===== src/rtl/fsb_region_decoder.sv =====
// Front-side-bus slave decoder: N address regions, read-data mux, wait-state/ready
// completion, bus timeout watchdog and sticky fault capture.
module fsb_region_decoder #(
    parameter int unsigned            REGIONS   = 4,
    parameter int unsigned            AW        = 32,
    parameter int unsigned            DW        = 32,
    parameter logic [REGIONS*AW-1:0]  BASES     = {32'h3000, 32'h2000, 32'h1000, 32'h0},
    parameter logic [REGIONS*AW-1:0]  LIMITS    = {32'h800000, 32'h3000, 32'h2000, 32'h1000},
    parameter logic [REGIONS*4-1:0]   WAITS     = 16'h0000,
    parameter logic [REGIONS-1:0]     USE_READY = 4'b1000,
    parameter int unsigned            TIMEOUT   = 255,
    parameter int unsigned            TIMEOUT_W = 8,
    parameter logic [DW-1:0]          FILL      = 32'h0
) (
    input  logic                  iBusClock,
    input  logic                  iBusReset,
    input  logic [AW-1:0]         iAddress,
    input  logic                  iWrite,
    input  logic                  iAccess,
    output logic                  oReady,
    output logic [DW-1:0]         oReadData,
    output logic [REGIONS-1:0]    oSelect,
    output logic [REGIONS-1:0]    oWriteEnable,
    input  logic [REGIONS*DW-1:0] iRegionData,
    input  logic [REGIONS-1:0]    iRegionReady,
    input  logic                  iFaultClear,
    output logic                  oFault,
    output logic [AW-1:0]         oFaultAddress,
    output logic                  oFaultWrite,
    output logic                  oFaultTimeout
);

    localparam int unsigned RW = (REGIONS > 1) ? $clog2(REGIONS) : 1;

    typedef enum logic [1:0] {ST_IDLE, ST_WAIT, ST_DONE, ST_RELEASE} state_t;

    state_t                 state_q, state_d;
    logic [RW-1:0]          region_q, region_d;
    logic                   write_q, write_d;
    logic [AW-1:0]          addr_q, addr_d;
    logic [3:0]             wait_q, wait_d;
    logic [TIMEOUT_W-1:0]   timer_q, timer_d;
    logic                   fault_path_q, fault_path_d;
    logic                   ready_q, ready_d;
    logic [REGIONS-1:0]     we_q, we_d;
    logic [DW-1:0]          rdata_q, rdata_d;
    logic                   fault_q, fault_d;
    logic [AW-1:0]          fault_addr_q, fault_addr_d;
    logic                   fault_write_q, fault_write_d;
    logic                   fault_to_q, fault_to_d;

    logic                   hit_c;
    logic [RW-1:0]          idx_c;
    logic [REGIONS-1:0]     sel_c;
    logic                   complete_c;
    logic                   capture_c;
    logic                   capture_to_c;
    logic [AW-1:0]          capture_addr_c;
    logic                   capture_write_c;

    // Region hit: (addr - base) < (limit - base) is base <= addr < limit for base <= limit
    always_comb begin
        hit_c = 1'b0;
        idx_c = '0;
        sel_c = '0;
        for (int i = 0; i < REGIONS; i++) begin
            if (!hit_c && ((iAddress - BASES[i*AW +: AW]) <
                           (LIMITS[i*AW +: AW] - BASES[i*AW +: AW]))) begin
                hit_c = 1'b1;
                idx_c = RW'(i);
            end
        end
        if (hit_c) begin
            sel_c = REGIONS'(1) << idx_c;
        end
    end

    assign oSelect    = sel_c;
    assign complete_c = (wait_q == 4'd0) && (!USE_READY[region_q] || iRegionReady[region_q]);

    always_comb begin
        state_d         = state_q;
        region_d        = region_q;
        write_d         = write_q;
        addr_d          = addr_q;
        wait_d          = wait_q;
        timer_d         = timer_q;
        fault_path_d    = fault_path_q;
        rdata_d         = rdata_q;
        fault_d         = fault_q;
        fault_addr_d    = fault_addr_q;
        fault_write_d   = fault_write_q;
        fault_to_d      = fault_to_q;
        ready_d         = 1'b0;
        we_d            = '0;
        capture_c       = 1'b0;
        capture_to_c    = 1'b0;
        capture_addr_c  = addr_q;
        capture_write_c = write_q;

        if (iFaultClear) begin
            fault_d = 1'b0;
        end

        case (state_q)
            ST_IDLE: begin
                if (iAccess) begin
                    addr_d  = iAddress;
                    write_d = iWrite;
                    if (hit_c) begin
                        region_d     = idx_c;
                        wait_d       = WAITS[idx_c*4 +: 4];
                        timer_d      = '0;
                        fault_path_d = 1'b0;
                        state_d      = ST_WAIT;
                    end else begin
                        fault_path_d    = 1'b1;
                        rdata_d         = FILL;
                        capture_c       = 1'b1;
                        capture_addr_c  = iAddress;
                        capture_write_c = iWrite;
                        state_d         = ST_DONE;
                    end
                end
            end
            ST_WAIT: begin
                // Completion is tested first so it wins over a coincident timeout
                if (complete_c) begin
                    rdata_d = iRegionData[region_q*DW +: DW];
                    state_d = ST_DONE;
                end else if (timer_q == TIMEOUT_W'(TIMEOUT)) begin
                    fault_path_d = 1'b1;
                    rdata_d      = FILL;
                    capture_c    = 1'b1;
                    capture_to_c = 1'b1;
                    state_d      = ST_DONE;
                end else begin
                    if (wait_q != 4'd0) begin
                        wait_d = wait_q - 4'd1;
                    end
                    timer_d = timer_q + TIMEOUT_W'(1);
                end
            end
            ST_DONE: begin
                ready_d = 1'b1;
                if (write_q && !fault_path_q) begin
                    we_d = REGIONS'(1) << region_q;
                end
                state_d = ST_RELEASE;
            end
            ST_RELEASE: begin
                if (!iAccess) begin
                    state_d = ST_IDLE;
                end
            end
            default: state_d = ST_IDLE;
        endcase

        // First fault since clear is kept; a clear on the same edge lets the new one in
        if (capture_c && (!fault_q || iFaultClear)) begin
            fault_d       = 1'b1;
            fault_addr_d  = capture_addr_c;
            fault_write_d = capture_write_c;
            fault_to_d    = capture_to_c;
        end
    end

    always_ff @(posedge iBusClock) begin
        if (!iBusReset) begin
            state_q       <= ST_IDLE;
            region_q      <= '0;
            write_q       <= 1'b0;
            addr_q        <= '0;
            wait_q        <= '0;
            timer_q       <= '0;
            fault_path_q  <= 1'b0;
            ready_q       <= 1'b0;
            we_q          <= '0;
            rdata_q       <= '0;
            fault_q       <= 1'b0;
            fault_addr_q  <= '0;
            fault_write_q <= 1'b0;
            fault_to_q    <= 1'b0;
        end else begin
            state_q       <= state_d;
            region_q      <= region_d;
            write_q       <= write_d;
            addr_q        <= addr_d;
            wait_q        <= wait_d;
            timer_q       <= timer_d;
            fault_path_q  <= fault_path_d;
            ready_q       <= ready_d;
            we_q          <= we_d;
            rdata_q       <= rdata_d;
            fault_q       <= fault_d;
            fault_addr_q  <= fault_addr_d;
            fault_write_q <= fault_write_d;
            fault_to_q    <= fault_to_d;
        end
    end

    assign oReady        = ready_q;
    assign oWriteEnable  = we_q;
    assign oReadData     = rdata_q;
    assign oFault        = fault_q;
    assign oFaultAddress = fault_addr_q;
    assign oFaultWrite   = fault_write_q;
    assign oFaultTimeout = fault_to_q;

endmodule


===== config.mk =====
export PLATFORM = sky130hd
export DESIGN_NAME = fsb_region_decoder
export DESIGN_NICKNAME = d
export VERILOG_FILES = /design/src/rtl/fsb_region_decoder.sv
export SDC_FILE = /design/constraint.sdc
export NUM_CORES = 1
export LEC_CHECK = 0
export CAP_MARGIN = 25
export CORE_MARGIN = 2
export CORE_UTILIZATION = 50
export DETAILED_ROUTE_END_ITERATION = 12
export PLACE_DENSITY = 0.87
export SETUP_SLACK_MARGIN = 0.02
export SLEW_MARGIN = 20
export SYNTH_ARGS = -nofsm -noshare
export SYNTH_HDL_FRONTEND = slang
export SYNTH_SLANG_ARGS = --single-unit

===== constraint.sdc =====
create_clock -name iBusClock -period 8.15 [get_ports iBusClock]
set_clock_uncertainty 0.15 [all_clocks]
set_input_delay 0.815 -clock iBusClock [delete_from_list [all_inputs] [get_ports iBusClock]]
set_output_delay 0.815 -clock iBusClock [all_outputs]
set_load 0.01 [all_outputs]

# After elaboration in Yosys (flattened, before gate mapping)
# Cells that the tools add are included.
# classes
add_sub_neg	5
order_cmp	5
n_eq_ne	13
shift	4
mux	53
reduce_logical	27
# ops
operator	count
32-bit 2-to-1 mux	7
128-bit by 8-bit variable part select with 32-bit output	1
32-bit by 13-bit less-than comparator with 1-bit output (second input constant)	3
32-bit case mux with 2 select lines	1
32-bit by 14-bit subtractor with 32-bit output (second input constant)	2
32-bit by 23-bit less-than comparator with 1-bit output (second input constant)	1
8-bit 2-to-1 mux	4
32-bit by 13-bit subtractor with 32-bit output (second input constant)	1
4-bit 2-to-1 mux	6
1-bit 2-to-1 mux	21
2-bit inequality test (second input constant)	8
8-bit case mux with 2 select lines	1
16-bit by 5-bit variable part select with 4-bit output (first input constant)	1
2-bit 2-to-1 mux	7
3-bit AND reduction	3
8-bit by 1-bit adder with 8-bit output (second input constant)	1
8-bit == test (second input constant)	1
2-bit case mux with 4 select lines	1
4-bit case mux with 2 select lines	1
4-bit AND reduction	2
1-bit by 2-bit << shifter with 4-bit output (first input constant)	2
1-bit logical AND	6
1-bit logical NOT	6
6-bit AND reduction	1
other kinds (14)	19
# totals
regBits	122
inputBits	169
output_inout_bits	76
elab_cells	121

# Longest topological paths before layout
# depth
ltp_word	16
depth_mapped	13
mapped_depth_nobuf	10

# Least setup slack after synthesis
# No wires, ideal clock.
# synth_path
kind	input -> output
start	in iAddress[19]
end	out oSelect[3]
t_arrival_ps	2956
required_ps	7185
slack_ps	4229
path_stages	8
path_buffers	1
path_cell_list	buf_2 -> or4_4 -> nor4_1 -> xnor2_1 -> nand3_1 -> nor3_1 -> nor3_1 -> and2_1
# synth_between
elab_chain_len	13
word_cells_on_any_way	22
classes_between	add/sub (3); order compare (4); shift (1); mux (8); reduce/logical (6)
# synth_lines
element	line	text
start, declared	17	input logic [AW-1:0] iAddress,
branches (longest 12 deep; another with 32-bit by 13-bit subtractor with 32-bit output)	n/a	
4-bit 2-to-1 mux *	73	if (hit_c) begin
end, declared	22	output logic [REGIONS-1:0] oSelect,
# Every way passes the cells marked *.

# Final worst setup path
# layout_path
start	in iAddress[17]
end	out oSelect[3]
# Same word-level chain as after synthesis.

==> summary.md <==
## Outcome
* **result of the run** finished clean

## Worst setup path
* **slowest stage delay, CP** 0.78 ns
* **endpoint class of the critical path** output pin
* **cells along the critical path** clkdlybuf4s50_1 -> nor4_1 -> nand3_1 -> a2111oi_0 -> nand4_1 -> nor4_4 -> nor3_1 -> and2_1 -> clkdlybuf4s50_1
* **family with the most delay on the worst path** simple AND/OR/NAND/NOR gates
* **timing startpoint of the critical path** iAddress[17]
* **worst flop-to-flop path endpoint** oReadData[28]$_SDFFE_PN0P_
* **Critical R2R Launch** wait_q[0]$_SDFFE_PN0P_
* **class of the most critical setup path** in2out
* **largest fanout of any net on the critical path** 16
* **most used cell, CP** sky130_fd_sc_hd__clkdlybuf4s50_1
* **kind of start point of the critical path** primary input
* **Reg2Reg Depth** 10
* **setup slack of the worst register-to-register path** 5.35 ns
* **arrival time of data at the critical path endpoint** 4.53 ns
* **required arrival time at the worst endpoint** 7.18 ns
* **critical path buffer and inverter count** 2
* **Max stage delay cell, worst path** sky130_fd_sc_hd__nor4_1

## Placed design
* **weighted congestion at the end of routability-driven global placement** 0.9256
* **placed instance area** 9453 µm²
* **placed cells** 1161
* **placement-stage worst setup slack** 2.632 ns
* **number of buffers inserted by port buffering** 241
* **DP Wirelength** 15210 µm

## Min path
* **type of the worst min-delay path** reg2reg
* **endpoint with the worst hold slack** oFaultAddress[31]$_SDFFE_PN0P_
* **worst hold stages** 2
* **hold path startpoint** oFaultAddress[31]$_SDFFE_PN0P_

## Route
* **Avg Vias per Cell** 5.896
* **residual DRC count** 0
* **vias after detailed routing** 7028
* **Post-Route WL** 22070 µm
* **Detailed Route Iter0 Violations** 709
* **Detailed Routing Iterations Pass 1** 5
* **per-cell routed wire length** 18.51 µm
* **Antenna Violating Nets Remaining** 0

## Power and ir drop
* **Power Density** 228.9 nW/µm²
* **overall power after layout** 2.293 mW
* **leakage power summed over all cells** 3.366 nW
* **worst IR drop on VDD** 0.0001947 V

## Synth
* **syn_area_per_cell** 8.763 µm²
* **Yosys cell types** 60
* **Seq/Total Area, Yosys** 0.3475
* **Yosys top cell area share** 0.3475
* **synth cell count leaders** sky130_fd_sc_hd__nand2_1, sky130_fd_sc_hd__dfxtp_1, sky130_fd_sc_hd__inv_1, sky130_fd_sc_hd__clkbuf_1, sky130_fd_sc_hd__a21boi_0
* **number of register bits inferred by synthesis** 122
* **top cell type by total area after synthesis** sky130_fd_sc_hd__dfxtp_1
* **synthesized area** 7028 µm²
* **post-synthesis net count** 980
* **Yosys Warn Count** 0
* **proportion of synthesized flip-flops having asynchronous set or reset** 0
* **post-synthesis cell count** 802
* **top flip-flop cell by instance count after synthesis** sky130_fd_sc_hd__dfxtp_1
* **dominant cell by count in the synthesized netlist** sky130_fd_sc_hd__nand2_1
* **cell types with the largest area share after synthesis** sky130_fd_sc_hd__dfxtp_1, sky130_fd_sc_hd__mux4_2, sky130_fd_sc_hd__nand2_1
* **count of flip-flops with a built-in enable after synthesis** 0

## Timing
* **Peak Freq** 181.9 MHz
* **total setup violations reported at the end of the flow** 0
* **Slew Limit Headroom** 0.2861
* **Min Clock Period, post-route** 5.498 ns
* **worst hold slack after final layout** 0.3008 ns
* **fraction of the cycle the final worst path needs** 0.6746
* **min setup slack post-route** 2.652 ns
* **setup_tns** 0 ns
* **final hold violation count** 0
* **RSZ-0062 raised after global routing** no
* **actual transition at the worst max-transition pin** 1.071 ns
* **max-slew violation count** 0

## Global route
* **pin count of the biggest net entering global routing** 84
* **number of global-route vias before repair** 6764
* **overflow left after global routing** 0
* **aggregate global-route resource usage** 0.2903
* **global-route wire length before repair** 34170 µm
* **number of antenna violations at the first check in global routing** 0

## Clocking
* **total number of H-tree levels** 4
* **Inserted Clock Buffers** 17
* **Hold Buf Count CTS** 0
* **Post CTS Setup Buffer Count** 0
* **clock latency on the worst-skew pair** 0.41 ns
* **deepest clock path buffer count** 2
* **CTS-repair resized insts** 0
* **number of clock sinks** 122
* **root buf cell** sky130_fd_sc_hd__clkbuf_16
* **clock tree from TritonCTS** yes
* **clock slew at the register clock pins of the worst setup and hold paths** 0.05 ns

## Floorplanning
* **Core Region** 13830 µm²
* **initial cell density of the core** 0.5083
* **cell row count** 43
* **Die ar.** 15020 µm²
* **Die Ht** 122.6 µm
* **Horiz. Die Dim** 122.6 µm
* **number of ports placed on the die boundary** 245

## Finish
* **final non-filler cell total** 1192
* **share of post-route cells with drive strength above 1** 0.1087
* **total non-filler cell area in the finished layout** 10020 µm²
* **total inserted antenna cells** 0
* **final design utilization** 0.7246
* **synth-to-layout area growth** 42.55%
* **# nets final** 1179

## Job
* **max-capacitance violation count** 0

sequential cells by signal (all words and copies together) (netlist names):
register,cells
oFaultAddress,32
oFaultTimeout,1
region_q,2
addr_q,32
oReadData,32
write_q,1
oFaultWrite,1
oFault,1
fault_path_q,1
oWriteEnable,4
wait_q,4
state_q,2
timer_q,8
oReady,1
layout make-up:
type	instances	area [µm²]
tap	180	225.2
clock buffer	23	467.9
sequential	122	2444
fill	1000	3809
clock inverter	7	70.07
timing repair buffer	252	2532
multi-input combinational	533	3998
inverter	75	281.5
how the worst max path moves through the flow:
stage | slack (ns) | to | depth (start not counted)
after detailed placement | 2.63 | oReadData[2]$_SDFFE_PN0P_ | 9
after floorplan | 4.23 | oSelect[3] | 8
after global placement | 2.74 | oReadData[6]$_SDFFE_PN0P_ | 9
after CTS | 2.73 | oSelect[3] | 9
after global routing | 2.29 | oSelect[3] | 9
final | 2.65 | oSelect[3] | 9
cells by family (layout without fill, tap and decap cells):
group                    count (synthesis)  count (layout)  synth area share
XOR/XNOR                                11              11           0.01371
buffers and inverters                  147             357           0.08830
adder cells (fa/ha/maj)                  9               9           0.01602
multiplexers                            33              33            0.1040
flip-flops                             122             122            0.3475
AND/OR/NAND/NOR                        276             276            0.1908
AO/OA/AOI/OAI                          204             204            0.2396
power by group:
part	internal, mW	switching [mW]
registers	0.707	0.0596
logic	0.383	0.450
clock network	0.430	0.263
layout by cell type (no fill, tap or decap), types with 7 or more instances in the layout:
master                            netlist  layout
sky130_fd_sc_hd__buf_4                  1      10
sky130_fd_sc_hd__a221oi_1              31      31
sky130_fd_sc_hd__o21ai_0               18      18
sky130_fd_sc_hd__dfxtp_1              122     121
sky130_fd_sc_hd__inv_1                 75      75
sky130_fd_sc_hd__mux4_2                32      32
sky130_fd_sc_hd__or3_1                  8       8
sky130_fd_sc_hd__o32ai_1               14      14
sky130_fd_sc_hd__clkdlybuf4s50_1        0     240
sky130_fd_sc_hd__a21boi_0              36      36
sky130_fd_sc_hd__o31ai_1               34      33
sky130_fd_sc_hd__clkbuf_16              0      17
sky130_fd_sc_hd__nand4_1               10      10
sky130_fd_sc_hd__a21oi_1               18      16
sky130_fd_sc_hd__ha_1                   9       9
sky130_fd_sc_hd__nand3_1                8       8
sky130_fd_sc_hd__nor3_1                18      17
sky130_fd_sc_hd__nor2_1                23      23
sky130_fd_sc_hd__nand2_1              160     160
sky130_fd_sc_hd__o32ai_2               20      20
sky130_fd_sc_hd__nor4_1                 7       7
sky130_fd_sc_hd__and2_1                 6       7
worst min-delay path: stages, from the launching register on:
cell and delay (ns):
sky130_fd_sc_hd__dfxtp_1 0.31, sky130_fd_sc_hd__inv_1 0.05, sky130_fd_sc_hd__a21oi_1 0.05
routing by layer:
layer  vias to the layer above  part of all wire  wire, µm  track usage
met5                         -                 0         0            0
met4                         0             0.023       518       0.1114
met3                        39             0.079      1746      0.07528
met2                       326              0.48     10700       0.4642
met1                      3340              0.41      9104       0.3767
li1                       3323                 -         -            -
Note: power is estimated with default switching activity, not from simulation.
